### src/rtl/cpu_types_pkg.sv
// Shared CPU-side types: bus word, RAM handshake state and the memory arbiter's grant state.
package cpu_types_pkg;

  localparam int WORD_W = 32;

  typedef logic [WORD_W-1:0] word_t;

  typedef enum logic [1:0] {
    FREE   = 2'd0,
    BUSY   = 2'd1,
    ACCESS = 2'd2,
    ERROR  = 2'd3
  } ramstate_t;

  typedef enum logic [1:0] {
    IDLE    = 2'd0,
    DGRANT  = 2'd1,
    IGRANT0 = 2'd2,
    IGRANT1 = 2'd3
  } arb_state_t;

endpackage

### src/rtl/mem_arbiter_if.sv
// Signal bundle between the requesters (data bus controller, two fetch ports), the arbiter and the RAM.
interface mem_arbiter_if;
  import cpu_types_pkg::*;

  logic            dramREN;
  logic            dramWEN;
  word_t           dramaddr;
  word_t           dramstore;
  word_t           dramload;
  logic            ramwait;

  logic [1:0]      iREN;
  word_t [1:0]     iaddr;
  word_t           iload;
  logic [1:0]      iwait;

  logic            ramREN;
  logic            ramWEN;
  word_t           ramaddr;
  word_t           ramstore;
  word_t           ramload;
  ramstate_t       ramstate;

  // The arbiter serves requests and owns the RAM request lines.
  modport slave (
    input  dramREN, dramWEN, dramaddr, dramstore, iREN, iaddr, ramload, ramstate,
    output dramload, ramwait, iload, iwait, ramREN, ramWEN, ramaddr, ramstore
  );

  // Requesters and RAM together, as seen from the environment.
  modport master (
    output dramREN, dramWEN, dramaddr, dramstore, iREN, iaddr, ramload, ramstate,
    input  dramload, ramwait, iload, iwait, ramREN, ramWEN, ramaddr, ramstore
  );

endinterface

### src/rtl/mem_arbiter.sv
// Single-port RAM arbiter: data traffic first, bounded by a starvation guard; fetch ports round-robin.
module mem_arbiter
  import cpu_types_pkg::*;
#(
  parameter int STARVE_LIMIT = 4
) (
  input  logic          CLK,
  input  logic          RST,
  mem_arbiter_if.slave  bus
);

  localparam int                CNT_W   = $clog2(STARVE_LIMIT + 1);
  localparam logic [CNT_W-1:0]  CNT_MAX = CNT_W'(STARVE_LIMIT);

  arb_state_t        state, next_state;
  logic [CNT_W-1:0]  starve_cnt, next_cnt;
  logic              last_icore, next_last;
  logic              dreq, ireq_any, granted_req, done;

  assign dreq     = bus.dramREN | bus.dramWEN;
  assign ireq_any = |bus.iREN;

  assign bus.dramload = bus.ramload;
  assign bus.iload    = bus.ramload;

  always_comb begin
    // NOTE: every signal written here gets a default first, so no path through the case infers a latch.
    next_state   = state;
    next_cnt     = starve_cnt;
    next_last    = last_icore;
    granted_req  = 1'b0;
    bus.ramREN   = 1'b0;
    bus.ramWEN   = 1'b0;
    bus.ramaddr  = '0;
    bus.ramstore = '0;
    bus.ramwait  = 1'b1;
    bus.iwait    = 2'b11;

    unique case (state)
      IDLE: begin
        if (dreq && (starve_cnt < CNT_MAX)) begin
          next_state = DGRANT;
        end else if (bus.iREN == 2'b11) begin
          next_state = last_icore ? IGRANT0 : IGRANT1;
        end else if (bus.iREN[0]) begin
          next_state = IGRANT0;
        end else if (bus.iREN[1]) begin
          next_state = IGRANT1;
        end
      end
      DGRANT: begin
        // A write beats a simultaneous read.
        bus.ramWEN   = bus.dramWEN;
        bus.ramREN   = bus.dramREN & ~bus.dramWEN;
        bus.ramaddr  = bus.dramaddr;
        bus.ramstore = bus.dramstore;
        granted_req  = dreq;
      end
      IGRANT0: begin
        bus.ramREN  = 1'b1;
        bus.ramaddr = bus.iaddr[0];
        granted_req = bus.iREN[0];
      end
      IGRANT1: begin
        bus.ramREN  = 1'b1;
        bus.ramaddr = bus.iaddr[1];
        granted_req = bus.iREN[1];
      end
      default: next_state = IDLE;
    endcase

    done = granted_req && (bus.ramstate == ACCESS);

    // A requester that gives up mid-grant releases the RAM without completing.
    if ((state != IDLE) && !granted_req) begin
      next_state = IDLE;
    end

    if (done) begin
      next_state = IDLE;
      case (state)
        DGRANT: begin
          bus.ramwait = 1'b0;
          if (ireq_any && (starve_cnt < CNT_MAX)) begin
            next_cnt = starve_cnt + 1'b1;
          end
        end
        IGRANT0: begin
          bus.iwait[0] = 1'b0;
          next_cnt     = '0;
          next_last    = 1'b0;
        end
        IGRANT1: begin
          bus.iwait[1] = 1'b0;
          next_cnt     = '0;
          next_last    = 1'b1;
        end
        default: ;
      endcase
    end

    if (!ireq_any) begin
      next_cnt = '0;
    end
  end

  always_ff @(posedge CLK) begin
    // NOTE: RST is sampled on the clock edge like any other input; state uses <= so all registers see pre-edge values.
    if (RST) begin
      state      <= IDLE;
      starve_cnt <= '0;
      last_icore <= 1'b1;
    end else begin
      state      <= next_state;
      starve_cnt <= next_cnt;
      last_icore <= next_last;
    end
  end

endmodule

### src/flat_wrapper.sv
// flat-port wrapper written by rule: the top's interface ports become plain ports
module mem_arbiter_flat import cpu_types_pkg::*;
#(
  parameter int STARVE_LIMIT = 4
)
  (CLK, RST, bus_dramREN, bus_dramWEN, bus_dramaddr, bus_dramstore, bus_iREN, bus_iaddr, bus_ramload, bus_ramstate, bus_dramload, bus_ramwait, bus_iload, bus_iwait, bus_ramREN, bus_ramWEN, bus_ramaddr, bus_ramstore);
  mem_arbiter_if bus_i ();
  input  logic CLK;
  input  logic RST;
  input wire logic [$bits(bus_i.dramREN)-1:0] bus_dramREN;
  input wire logic [$bits(bus_i.dramWEN)-1:0] bus_dramWEN;
  input wire logic [$bits(bus_i.dramaddr)-1:0] bus_dramaddr;
  input wire logic [$bits(bus_i.dramstore)-1:0] bus_dramstore;
  input wire logic [$bits(bus_i.iREN)-1:0] bus_iREN;
  input wire logic [$bits(bus_i.iaddr)-1:0] bus_iaddr;
  input wire logic [$bits(bus_i.ramload)-1:0] bus_ramload;
  input wire logic [$bits(bus_i.ramstate)-1:0] bus_ramstate;
  output wire logic [$bits(bus_i.dramload)-1:0] bus_dramload;
  output wire logic [$bits(bus_i.ramwait)-1:0] bus_ramwait;
  output wire logic [$bits(bus_i.iload)-1:0] bus_iload;
  output wire logic [$bits(bus_i.iwait)-1:0] bus_iwait;
  output wire logic [$bits(bus_i.ramREN)-1:0] bus_ramREN;
  output wire logic [$bits(bus_i.ramWEN)-1:0] bus_ramWEN;
  output wire logic [$bits(bus_i.ramaddr)-1:0] bus_ramaddr;
  output wire logic [$bits(bus_i.ramstore)-1:0] bus_ramstore;
  assign bus_i.dramREN = bus_dramREN;
  assign bus_i.dramWEN = bus_dramWEN;
  assign bus_i.dramaddr = bus_dramaddr;
  assign bus_i.dramstore = bus_dramstore;
  assign bus_i.iREN = bus_iREN;
  assign bus_i.iaddr = bus_iaddr;
  assign bus_i.ramload = bus_ramload;
  assign bus_i.ramstate = bus_ramstate;
  assign bus_dramload = bus_i.dramload;
  assign bus_ramwait = bus_i.ramwait;
  assign bus_iload = bus_i.iload;
  assign bus_iwait = bus_i.iwait;
  assign bus_ramREN = bus_i.ramREN;
  assign bus_ramWEN = bus_i.ramWEN;
  assign bus_ramaddr = bus_i.ramaddr;
  assign bus_ramstore = bus_i.ramstore;
  mem_arbiter #(.STARVE_LIMIT(STARVE_LIMIT)) u_core (.CLK(CLK), .RST(RST), .bus(bus_i));
endmodule
### config.mk
export PLATFORM = sky130hd
export DESIGN_NAME = mem_arbiter_flat
export DESIGN_NICKNAME = d
export VERILOG_FILES = /design/src/rtl/cpu_types_pkg.sv /design/src/rtl/mem_arbiter_if.sv /design/src/rtl/mem_arbiter.sv /design/src/flat_wrapper.sv
export SDC_FILE = /design/constraint.sdc
export NUM_CORES = 1
export LEC_CHECK = 0
export CAP_MARGIN = 20
export CORE_AREA = 2 2 117 119
export DETAILED_ROUTE_END_ITERATION = 10
export DIE_AREA = 0 0 119 121
export PLACE_DENSITY_LB_ADDON = 0.25
export SKIP_LAST_GASP = 1
export SLEW_MARGIN = 0
export SYNTH_ARGS = -nofsm -noshare
export SYNTH_HDL_FRONTEND = slang
export SYNTH_SLANG_ARGS = --single-unit
### constraint.sdc
create_clock -name CLK -period 3.3 [get_ports CLK]
set_input_delay 0.495 -clock CLK [delete_from_list [all_inputs] [get_ports CLK]]
set_output_delay 0.495 -clock CLK [all_outputs]
set_load 0.01 [all_outputs]
After elaboration in Yosys (flattened, before gate mapping)
Index checks and enable logic that the tools add are counted.
{ "op_classes": {"order_cmp": 1, "n_eq_ne": 6, "add_sub_neg": 1, "reduce_logical": 17, "n_mux": 18, "n_bitwise": 4} }
{ "op_table": {"columns": ["operator", "n"], "rows": [
  ["32-bit one-hot mux with 3 select lines", 1],
  ["32-bit two-way mux", 1],
  ["2-bit two-way mux", 5],
  ["2-bit == test, second input constant", 4],
  ["1-bit two-way mux", 6],
  ["3-bit one-hot mux with 2 select lines", 1],
  ["2-bit nonzero test", 3],
  ["2-bit OR reduction", 3],
  ["1-bit logical AND", 4],
  ["1-bit one-hot mux with 2 select lines", 2],
  ["2-bit AND reduction", 2],
  ["4-bit nonzero test", 1],
  ["3-bit by 1-bit adder with 3-bit output, second input constant", 1],
  ["3-bit < comparator, second input constant", 1],
  ["3-bit two-way mux", 1],
  ["1-bit one-hot mux with 3 select lines", 1],
  ["3-bit AND reduction", 1],
  ["3-bit OR reduction", 1],
  ["2-bit by 1-bit == test with 1-bit output, second input constant", 1],
  ["2-bit zero test", 1],
  ["2-bit by 1-bit != test with 1-bit output, second input constant", 1],
  ["1-bit NOT", 2],
  ["1-bit AND", 1],
  ["1-bit zero test", 1],
  ["1-bit OR", 1]
]} }
{ "totals": {"register_bits": 6, "in_bits": 168, "word_cells": 50, "out_inout_bits": 133} }

Logic depth before layout (Yosys ltp)
{ "logic_depth": {"ltp_word": 5, "depth_mapped": 6, "ltp_nobuf": 4} }

Worst setup path before layout
OpenSTA, ideal clock, no wires.
{ "synth_path": {"path_kind": "register to output", "startpoint": "register u_core.state[1]", "endpoint": "output port bus_ramaddr[0]", "arrival_ns": 1.316, "required_time_ns": 2.805, "path_buffers": 2, "path_slack_ns": 1.489, "path_stages_with_launch": 5, "cell_sequence": "dfxtp_1 buf_6 clkbuf_1 mux2_2 a22o_1"} }
{ "synth_between": {"elab_chain_cells": 2, "elab_cells_between_ends": 4, "classes_between": "3 x eq/ne; 1 x mux"} }
{ "synth_lines": {"columns": ["item", "line_no", "source"], "rows": [
  ["start, declared", "mem_arbiter.sv:15", "arb_state_t state, next_state;"],
  ["start signal, assigned", "mem_arbiter.sv:114", "state <= next_state;"],
  ["2-bit == test or 2-bit by 1-bit == test with 1-bit output (tied branches)", "mem_arbiter.sv:39", "unique case (state)"],
  ["32-bit one-hot mux with 3 select lines *", "mem_arbiter.sv:39", null],
  ["end, declared", "flat_wrapper.sv:24", "output wire logic [$bits(bus_i.ramaddr)-1:0] bus_ramaddr;"]
]} }
Every way passes the cells marked *; elsewhere a longest branch is shown, timed or not.

Worst setup path after layout
{ "layout_path": {"startpoint": "register u_core.state[1]", "endpoint": "output port bus_ramaddr[29]"} }
The elaborated chain is that of the path after synthesis.

==> reports/summary.log <==
[die] I/O pin total 301
[logic_synthesis] Synth cell types 31
[clock_network] Root Buffer sky130_fd_sc_hd__clkbuf_16
[die] Core Region 13100 um^2
[grt] antenna violations before repair 0
[logic_synthesis] Syn Nets 397
[timing] post-route minimum period 2880 ps
[clock_network] clk slew on worst S/H paths 30 ps
[place] routability cong. 0.755
[timing] max_slew headroom 0.626
[run] max-cap viol count 0
[logic_synthesis] number of flops mapped to enable cells by yosys 0
[grt] overall routing resource usage 0.104
[setup_path] Worst setup EP type primary output
[setup_path] top fanout value on the critical path 24
[logic_synthesis] FF+latch count, synth 6
[min_path] Tightest Hold Check Type reg -> reg
[clock_network] number of buffers on the longest clock path 2
[logic_synthesis] dominant synthesized flop cell sky130_fd_sc_hd__dfxtp_1
[place] number of cells after detailed placement 531
[layout] relative area change from synthesis to final layout 102%
[setup_path] WS Path Type reg -> out
[timing] setup repair after global routing missed its margin false
[clock_network] clock latency of the later-clocked register in the worst-skew pair 220 ps
[place] number of input and output port buffers inserted 204
[grt] wire length of the first global-routing pass 11900 um
[setup_path] startpoint of the worst register-to-register path u_core.state[1]
[clock_network] H-tree depth 1
[logic_synthesis] Post-Syn Area per Cell 7.96 um^2
[run_status] outcome complete, no violations
[die] starting utilization of the core area 0.139
[layout] layout cells sized above 1 0.136
[pwr] peak supply drop 0.000182 V
[timing] count of final setup violators 0
[die] chip height 121 um
[pwr] leakage 1.34 nW
[die] row count 42
[clock_network] CTS Hold Buffers Added 0
[layout] number of fill cells in the layout 1380
[timing] achievable clock frequency 347 MHz
[layout] Final Cell Area 3660 um^2
[logic_synthesis] post-synthesis instance total 228
[die] die footprint 14400 um^2
[place] post-detailed-placement half-perimeter wirelength 6890 um
[setup_path] required time at the endpoint of the critical path 2800 ps
[drt] DRC errors left 0
[logic_synthesis] Yosys warning total 0
[grt] maximum number of pins on one net before global-route repair 43
[logic_synthesis] fraction of the yosys area taken by sequential cells 0.0662
[clock_network] clock tree from TritonCTS built
[setup_path] data arrival time at the worst-slack endpoint 2380 ps
[setup_path] Setup crit start kind register
[layout] Net count, final 530
[setup_path] start point of the critical path u_core.state[1]
[drt] total length of routed wires 8180 um
[layout] Final Instance Count excl. Fillers 535
[place] instance area at placement 3570 um^2
[drt] final routed wire length divided by cell count 15.3 um
[drt] number of detailed-route iterations in the first pass 4
[timing] Slew @ Worst Pin 559 ps
[clock_network] Clock Sink Count 6
[timing] count of final max-slew check failures 0
[min_path] startpoint of the most critical hold path u_core.starve_cnt[1]
[die] DIE WIDTH 119 um
[timing] setup tns final 0 ps
[timing] final hold violations 0
[grt] via count of the first global-routing pass 2178
[logic_synthesis] async set or reset register ratio after synthesis 0
[logic_synthesis] Synth Cell Area 1820 um^2
[drt] antenna viol nets, final 0
[clock_network] number of instances resized during post-cts repair 0
[drt] Via Count 2101
[pwr] power density cells 209 nW/um^2
[timing] worst clock skew on the final layout 0.475 ps
[timing] Final period util 0.873
[drt] count of routing violations after the opening detailed-route iteration 52
[grt] total global routing overflow 0
[layout] antenna cells 0
[clock_network] Setup Buffers After CTS 0
[drt] vias per cell 3.93
[clock_network] number of CTS-inserted buffers 3
==> layout by cell type, fill, tap and decap left out, drive strengths merged, types with 2 or more instances in the layout <==
cell / n
a21oi: 3
a22o: 32
and2: 33
buf: 5
clkbuf: 3
clkdlybuf4s50: 204
dfxtp: 6
mux2: 33
mux2i: 2
nand2: 7
nand2b: 3
nand3: 4
nor2: 5
nor2b: 3
o21bai: 3
==> per-stage QoR <==
stage | utilization | power, mW | setup WS (ps) | hold slack, ps
5_1_grt | 0.280 | 0.805 | 273 | 519
2_1_floorplan | - | 0.334 | 1490 | 442
3_3_place_gp | 0.273 | 0.568 | 410 | 454
6_report | 0.280 | 0.764 | 421 | 482
3_5_place_dp | 0.273 | 0.570 | 416 | 465
4_1_cts | 0.278 | 0.770 | 375 | 483
==> final cells by class <==
class                   count  area (um^2)  share of cell area
clock buffers               3         75.1              0.0205
flip-flops and latches      6          121              0.0332
multi-input cells         140         1140               0.311
inverters                   1         3.75             0.00103
repair buffers            209         2100               0.574
well taps                 176          220              0.0602
==> synth_stat cells (2+ instances only) <==
master	instances	area (um^2)
sky130_fd_sc_hd__a21oi_1	3	15.0
sky130_fd_sc_hd__a22o_1	32	280
sky130_fd_sc_hd__and2_1	33	206
sky130_fd_sc_hd__buf_2	5	25.0
sky130_fd_sc_hd__buf_4	64	480
sky130_fd_sc_hd__clkbuf_1	10	37.5
sky130_fd_sc_hd__dfxtp_1	6	120
sky130_fd_sc_hd__mux2_2	33	372
sky130_fd_sc_hd__mux2i_1	2	20.0
sky130_fd_sc_hd__nand2_1	7	26.3
sky130_fd_sc_hd__nand2b_1	3	18.8
sky130_fd_sc_hd__nand3_1	3	15.0
sky130_fd_sc_hd__nor2_1	5	18.8
sky130_fd_sc_hd__nor2b_1	3	18.8
sky130_fd_sc_hd__o21bai_1	3	22.5
==> cells by family (layout without fill, tap and decap cells) <==
logic type,count (synthesis),after routing,synth area share
buffers and inverters,82,213,0.309
AND/OR/NAND/NOR,60,60,0.194
AO/OA/AOI/OAI,44,44,0.208
multiplexers,35,35,0.216
flip-flops,6,6,0.0662
adder cells (fa/ha/maj),1,1,0.00689
==> state kept, by name, indices dropped and copies added (netlist names) <==
signal and flops:
u_core.starve_cnt 3, u_core.state 2, u_core.last_icore 1
==> path summary, 6_finish.rpt <==
kind | endpoint | slack [ps] | depth (start not counted)
max | bus_ramaddr[29] | 420 | 4
min | u_core.starve_cnt[1] | 480 | 2
max reg2reg | u_core.starve_cnt[0] | 1450 | 4
min reg2reg | u_core.starve_cnt[1] | 480 | 2
==> worst max-delay path: stages, from the launching register on <==
cell,delay (ps)
sky130_fd_sc_hd__dfxtp_2,600
sky130_fd_sc_hd__nor2b_2,580
sky130_fd_sc_hd__buf_12,240
sky130_fd_sc_hd__a22o_1,160
sky130_fd_sc_hd__clkdlybuf4s50_1,550
==> metal layers <==
metal	share of wire	GRT usage	up-vias
li1	-	-	997
met1	0.36	0.107	971
met2	0.53	0.204	113
met3	0.087	0.0282	20
met4	0.017	0.0275	0
met5	0	0	-
==> power by group <==
group	switching [mW]	internal (mW)	total, mW	leakage (nW)
registers	0.00512	0.0757	0.0808	0.0492
logic	0.161	0.328	0.489	1.26
clock network	0.0388	0.155	0.194	0.0370
Note: power is estimated with default switching activity, not from simulation.
==> variant 1, RTL diff (same flow settings) <==
`STARVE_LIMIT` is set to 4 in 2 places; all go to 8.
--- a/src/rtl/mem_arbiter.sv
+++ b/src/rtl/mem_arbiter.sv
@@ -2,7 +2,7 @@
 module mem_arbiter
   import cpu_types_pkg::*;
 #(
-  parameter int STARVE_LIMIT = 4
+  parameter int STARVE_LIMIT = 8
 ) (
   input  logic          CLK,
   input  logic          RST,
--- a/src/flat_wrapper.sv
+++ b/src/flat_wrapper.sv
@@ -1,7 +1,7 @@
 // flat-port wrapper written by rule: the top's interface ports become plain ports
 module mem_arbiter_flat import cpu_types_pkg::*;
 #(
-  parameter int STARVE_LIMIT = 4
+  parameter int STARVE_LIMIT = 8
 )
   (CLK, RST, bus_dramREN, bus_dramWEN, bus_dramaddr, bus_dramstore, bus_iREN, bus_iaddr, bus_ramload, bus_ramstate, bus_dramload, bus_ramwait, bus_iload, bus_iwait, bus_ramREN, bus_ramWEN, bus_ramaddr, bus_ramstore);
   mem_arbiter_if bus_i ();
Check against the original RTL: not equivalent (a bounded check fails within 10 cycles, from zero or initial values and one cycle with RST high).
==> variant 1 against the unedited design <==
Synthesized area rose by 3.1%. First-iteration DRC count fell by 31%. Routed wire length rose by 3.9%. Clock skew barely moved. Core utilization rose by 0.32 points. Count of clock-buffer cells in the layout rose by 1. Clock power rose by 7%. Global-route usage rose by 0.11 points. Fmax fell by 3.6%. Setup slack got worse by 0.11 ns. Power rose by 6.5%. Cell area rose by 1.1%. Critical path depth rose by 2. Sequential cell count rose by 1. Critical path type is now in -> out. Largest power group unchanged.
==> variant 1: results (changes against the unedited design) <==
[final_layout]
final-instance-count-excl-fill=547  ; was 535
top_regs=u_core.starve_cnt x4, u_core.state x2, u_core.last_icore x1  ; was u_core.starve_cnt x3, u_core.state x2, u_core.last_icore x1
drive_gt1_frac=0.1213  ; was 0.1365

[routing]
dr_total_vias=2192  ; was 2101
routed_wirelength_um=8491  ; was 8176 um
first_pass_iters=4  ; unchanged
initialDrtViolationCount=36  ; was 52

[critical_path]
crit_fanout=6  ; was 24
cpPeakStageDelay_ns=0.53  ; was 0.60 ns
crit_arrival_ns=2.49  ; was 2.38 ns
crit_slowest_cell=clkdlybuf4s50_1  ; was dfxtp_2

[global_route]
met2_usage=0.2159  ; was 0.2044
use_met3=0.02632  ; was 0.02820
grt_first_pass_wirelength_um=12100  ; was 11940 um
antenna_found_initial=0  ; unchanged
track_usage=0.1050  ; was 0.1039
grt_util_met1=0.1060  ; was 0.1073
grt_max_degree=35  ; was 43

[clocking]
worstSkewPairLatency_ns=0.23
cts_setup_buffers=0  ; unchanged
cts_buffers=3  ; unchanged
clock_path_buffers=2  ; unchanged

[place]
dp.cells=543  ; was 531
gp_congestion=0.7947  ; was 0.7549
dpl.hpwl_um=6790  ; was 6892 um

[power]
p_leak_uw=0.001334  ; was 0.001345 uW
switching_share=0.2812  ; was 0.2684
ir_drop_v=0.0001496  ; was 0.0001815 V

[min_path]
min_path_type=reg -> reg  ; unchanged

[yosys]
yosys-top-cells-count=64 x buf_4, 34 x and2_1, 32 x a22o_1, 32 x mux2_2, 9 x buf_2  ; was 64 x buf_4, 33 x and2_1, 33 x mux2_2, 32 x a22o_1, 10 x clkbuf_1
synth_cell_type_count=35  ; was 31
synthTopCellsByArea=buf_4 26%, mux2_2 19%, a22o_1 15%  ; was buf_4 26%, mux2_2 20%, a22o_1 15%
synth_nets=408  ; was 397
avgSynthCellArea_um2=7.832  ; was 7.963 um2
seq_area_frac_synth=0.07487  ; was 0.06616

[timing]
clock_skew_ns=0.0004547  ; was 0.0004752 ns
relSlewSlack=0.6802  ; was 0.6258

[status]
status=finished clean  ; unchanged

## variant 1: cell types whose count changed in the layout (fill, tap and decap cells not counted), sizes merged, moves of 2 or more
cell	unedited run	this run
mux2i	2	0
a31oi	1	3
and3	0	2
nand3	4	2
o21ai	0	3
a21oi	3	6
o211ai	0	2
nand2	7	4
o21bai	3	0
## variant 1: cell families after synthesis
group,synth area share
compound gates,0.2219
fa+ha+maj,0.006683
buf+inv,0.3008
flops,0.07486
mux,0.1925
simple gates,0.2032
## variant 1: final cells by class
class | count | area (um2)
clock buffer | 4 | 78.83
sequential | 7 | 142.6
inverter | 2 | 7.507
multi-input combinational | 149 | 1171
fill | 1373 | 9385
tap | 176 | 220.2
timing repair buffer | 209 | 2079
## variant 1: power groups by stage
stage | sequential [uW] | combinational (uW) | clock, uW
after floorplan | 90.8 | 266 | 0
after global placement | 103 | 504 | 0
after detailed placement | 103 | 505 | 0
after CTS | 102 | 510 | 213
after global routing | 103 | 536 | 215
final | 101 | 504 | 208
## variant 1: path summary, 6_finish.rpt
check / from / to / slack, ns / cells past startpoint
worst max register to register: u_core.state[0]$_SDFFE_PP0P_ / u_core.starve_cnt[2]$_SDFFE_PP0P_ / 1.63 / 4
worst max-delay path: bus_dramWEN / bus_ramwait / 0.31 / 6
worst min register to register: u_core.starve_cnt[1]$_SDFFE_PP0P_ / u_core.starve_cnt[1]$_SDFFE_PP0P_ / 0.51 / 2
worst min-delay path: u_core.starve_cnt[1]$_SDFFE_PP0P_ / u_core.starve_cnt[1]$_SDFFE_PP0P_ / 0.51 / 2
## variant 1: worst min-delay path, cell delays in order, from the launching register on
cell and delay, ns:
dfxtp_1 0.32, o31ai_1 0.07, a21oi_1 0.06
## variant 1: through the flow
| step | setup slack [ns] | instance area [um2] | hold slack (ns) |
|---|---|---|---|
| floorplan | 1.495 | 1872 | 0.4585 |
| global placement | 0.3415 | 3621 | 0.4943 |
| detailed placement | 0.3247 | 3621 | 0.5008 |
| CTS | 0.2876 | 3700 | 0.5110 |
| global route | 0.1780 | 3700 | 0.5390 |
| finish | 0.3145 | 3700 | 0.5093 |
## variant 1: per-layer routing
| metal | vias up | wire length (um) |
|---|---|---|
| met5 | - | 0 |
| met4 | 0 | 56 |
| met3 | 9 | 788 |
| met2 | 154 | 4724 |
| met1 | 986 | 2922 |
| li1 | 1043 | - |
==> variant 2, RTL diff (same flow settings) <==
Made on the original files. Re-encode `arb_state_t` (4 states) as one-hot, 4 bits wide.
--- a/src/rtl/cpu_types_pkg.sv
+++ b/src/rtl/cpu_types_pkg.sv
@@ -12,11 +12,11 @@
     ERROR  = 2'd3
   } ramstate_t;
 
-  typedef enum logic [1:0] {
-    IDLE    = 2'd0,
-    DGRANT  = 2'd1,
-    IGRANT0 = 2'd2,
-    IGRANT1 = 2'd3
+  typedef enum logic [3:0] {
+    IDLE    = 4'b0001,
+    DGRANT  = 4'b0010,
+    IGRANT0 = 4'b0100,
+    IGRANT1 = 4'b1000
   } arb_state_t;
 
 endpackage
Formal check against the unedited RTL: no difference found for any inputs over 10 cycles, from zero or initial values and one cycle with RST high; not proved beyond that.
==> variant 2 against the unedited design <==
Cell count increased by 3.2%. Highest routed layer unchanged. Synthesized area decreased by 2.7%. Power increased by 21%. Cell area decreased by 0.92%. Sequential cell count increased by 2. Global-route usage increased by 1.4 points. Routed wire length increased by 14%. Largest cell class unchanged. Setup slack got worse by 0.075 ns.
==> variant 2: results (changes against the unedited design) <==
[clocking]
worstSkewPairLatency_ns=0.24  ; was 0.22 ns

[place]
dp.cells=548  ; was 531
pre_cts_ws_ns=0.3839  ; was 0.4163 ns
gp_congestion=0.7810  ; was 0.7549

[global_route]
grt_pass1_vias=2245  ; was 2178
antenna_found_initial=1  ; was 0
grt_max_degree=54  ; was 43
grt_util_met1=0.1336  ; was 0.1073
use_met3=0.04605  ; was 0.02820
track_usage=0.1179  ; was 0.1039
met2_usage=0.2037  ; was 0.2044

[critical_path]
crit_arrival_ns=2.46  ; was 2.38 ns
reg2reg_to=u_core.starve_cnt[2]$_SDFFE_PP0P_  ; was u_core.starve_cnt[0]$_SDFFE_PP0P_
worst-r2r-setup-slack_ns=1.28  ; was 1.45 ns
cpPeakStageDelay_ns=0.64  ; was 0.60 ns
crit_slowest_cell=dfxtp_1  ; was dfxtp_2
crit_buf_inv=3  ; was 2
crit_fanout=53  ; was 24
reg2regPathDepth=5  ; was 4

[final_layout]
diodes=1  ; was 0
multi_input_cells=120  ; was 140
buffer_area_frac=0.5792  ; was 0.5739
buffers=210  ; was 209
seq_share=0.04418  ; was 0.03317
inverters=34  ; was 1
drive_gt1_frac=0.04533  ; was 0.1365

[routing]
dr_wl_met3_um=998  ; was 708 um
met1Wirelength_um=3527  ; was 2973 um
wire_per_inst_um=16.90  ; was 15.28 um
dr_total_vias=2289  ; was 2101

[yosys]
synth_compound_area_frac=0.2557  ; was 0.2081
yosys-top-cells-count=65 x buf_4, 34 x inv_1, 33 x and2_1, 32 x a222oi_1, 12 x clkbuf_1  ; was 64 x buf_4, 33 x and2_1, 33 x mux2_2, 32 x a22o_1, 10 x clkbuf_1
synth-xor-area-share=0.004958  ; was 0
seq_area_frac_synth=0.09065  ; was 0.06616
synthMuxAreaShare=0.01133  ; was 0.2157
synthAdderAreaFrac=0.007082  ; was 0.006892
synthCells=242  ; was 228

[power]
pwr-share-comb=0.599  ; was 0.640
switching_share=0.3367  ; was 0.2684
p_seq_frac=0.175  ; was 0.106
p_leak_uw=0.001498  ; was 0.001345 uW

[timing]
worst_pin_slew_ns=0.5302  ; was 0.5588 ns
whs_ns=0.4698  ; was 0.4818 ns
clock_skew_ns=0.001824  ; was 0.0004752 ns

[status]
status=finished clean  ; unchanged

==> variant 2: cell types whose count changed in the layout (fill, tap and decap cells not counted), sizes merged, moves of 3 or more <==
cell	delta
o21ai	+4
nand2b	+3
mux2	-33
a22o	-32
nand3b	+3
nand3	-3
a222oi	+32
inv	+33
nor3	+3
nor2b	-3
nor2	+4
==> variant 2: how the worst max path moves through the flow <==
stage / start / endpoint / slack (ns) / cells past startpoint
after floorplan: u_core.state[0]$_SDFFE_PP1P_ / bus_iwait[1] / 1.35 / 6
after global placement: bus_iREN[1] / bus_iwait[1] / 0.39 / 7
after detailed placement: bus_iREN[1] / bus_iwait[1] / 0.38 / 7
after CTS: u_core.state[1]$_SDFFE_PP0P_ / bus_ramaddr[28] / 0.32 / 5
after global routing: u_core.state[1]$_SDFFE_PP0P_ / bus_ramaddr[0] / 0.16 / 5
final: u_core.state[1]$_SDFFE_PP0P_ / bus_ramaddr[16] / 0.35 / 5
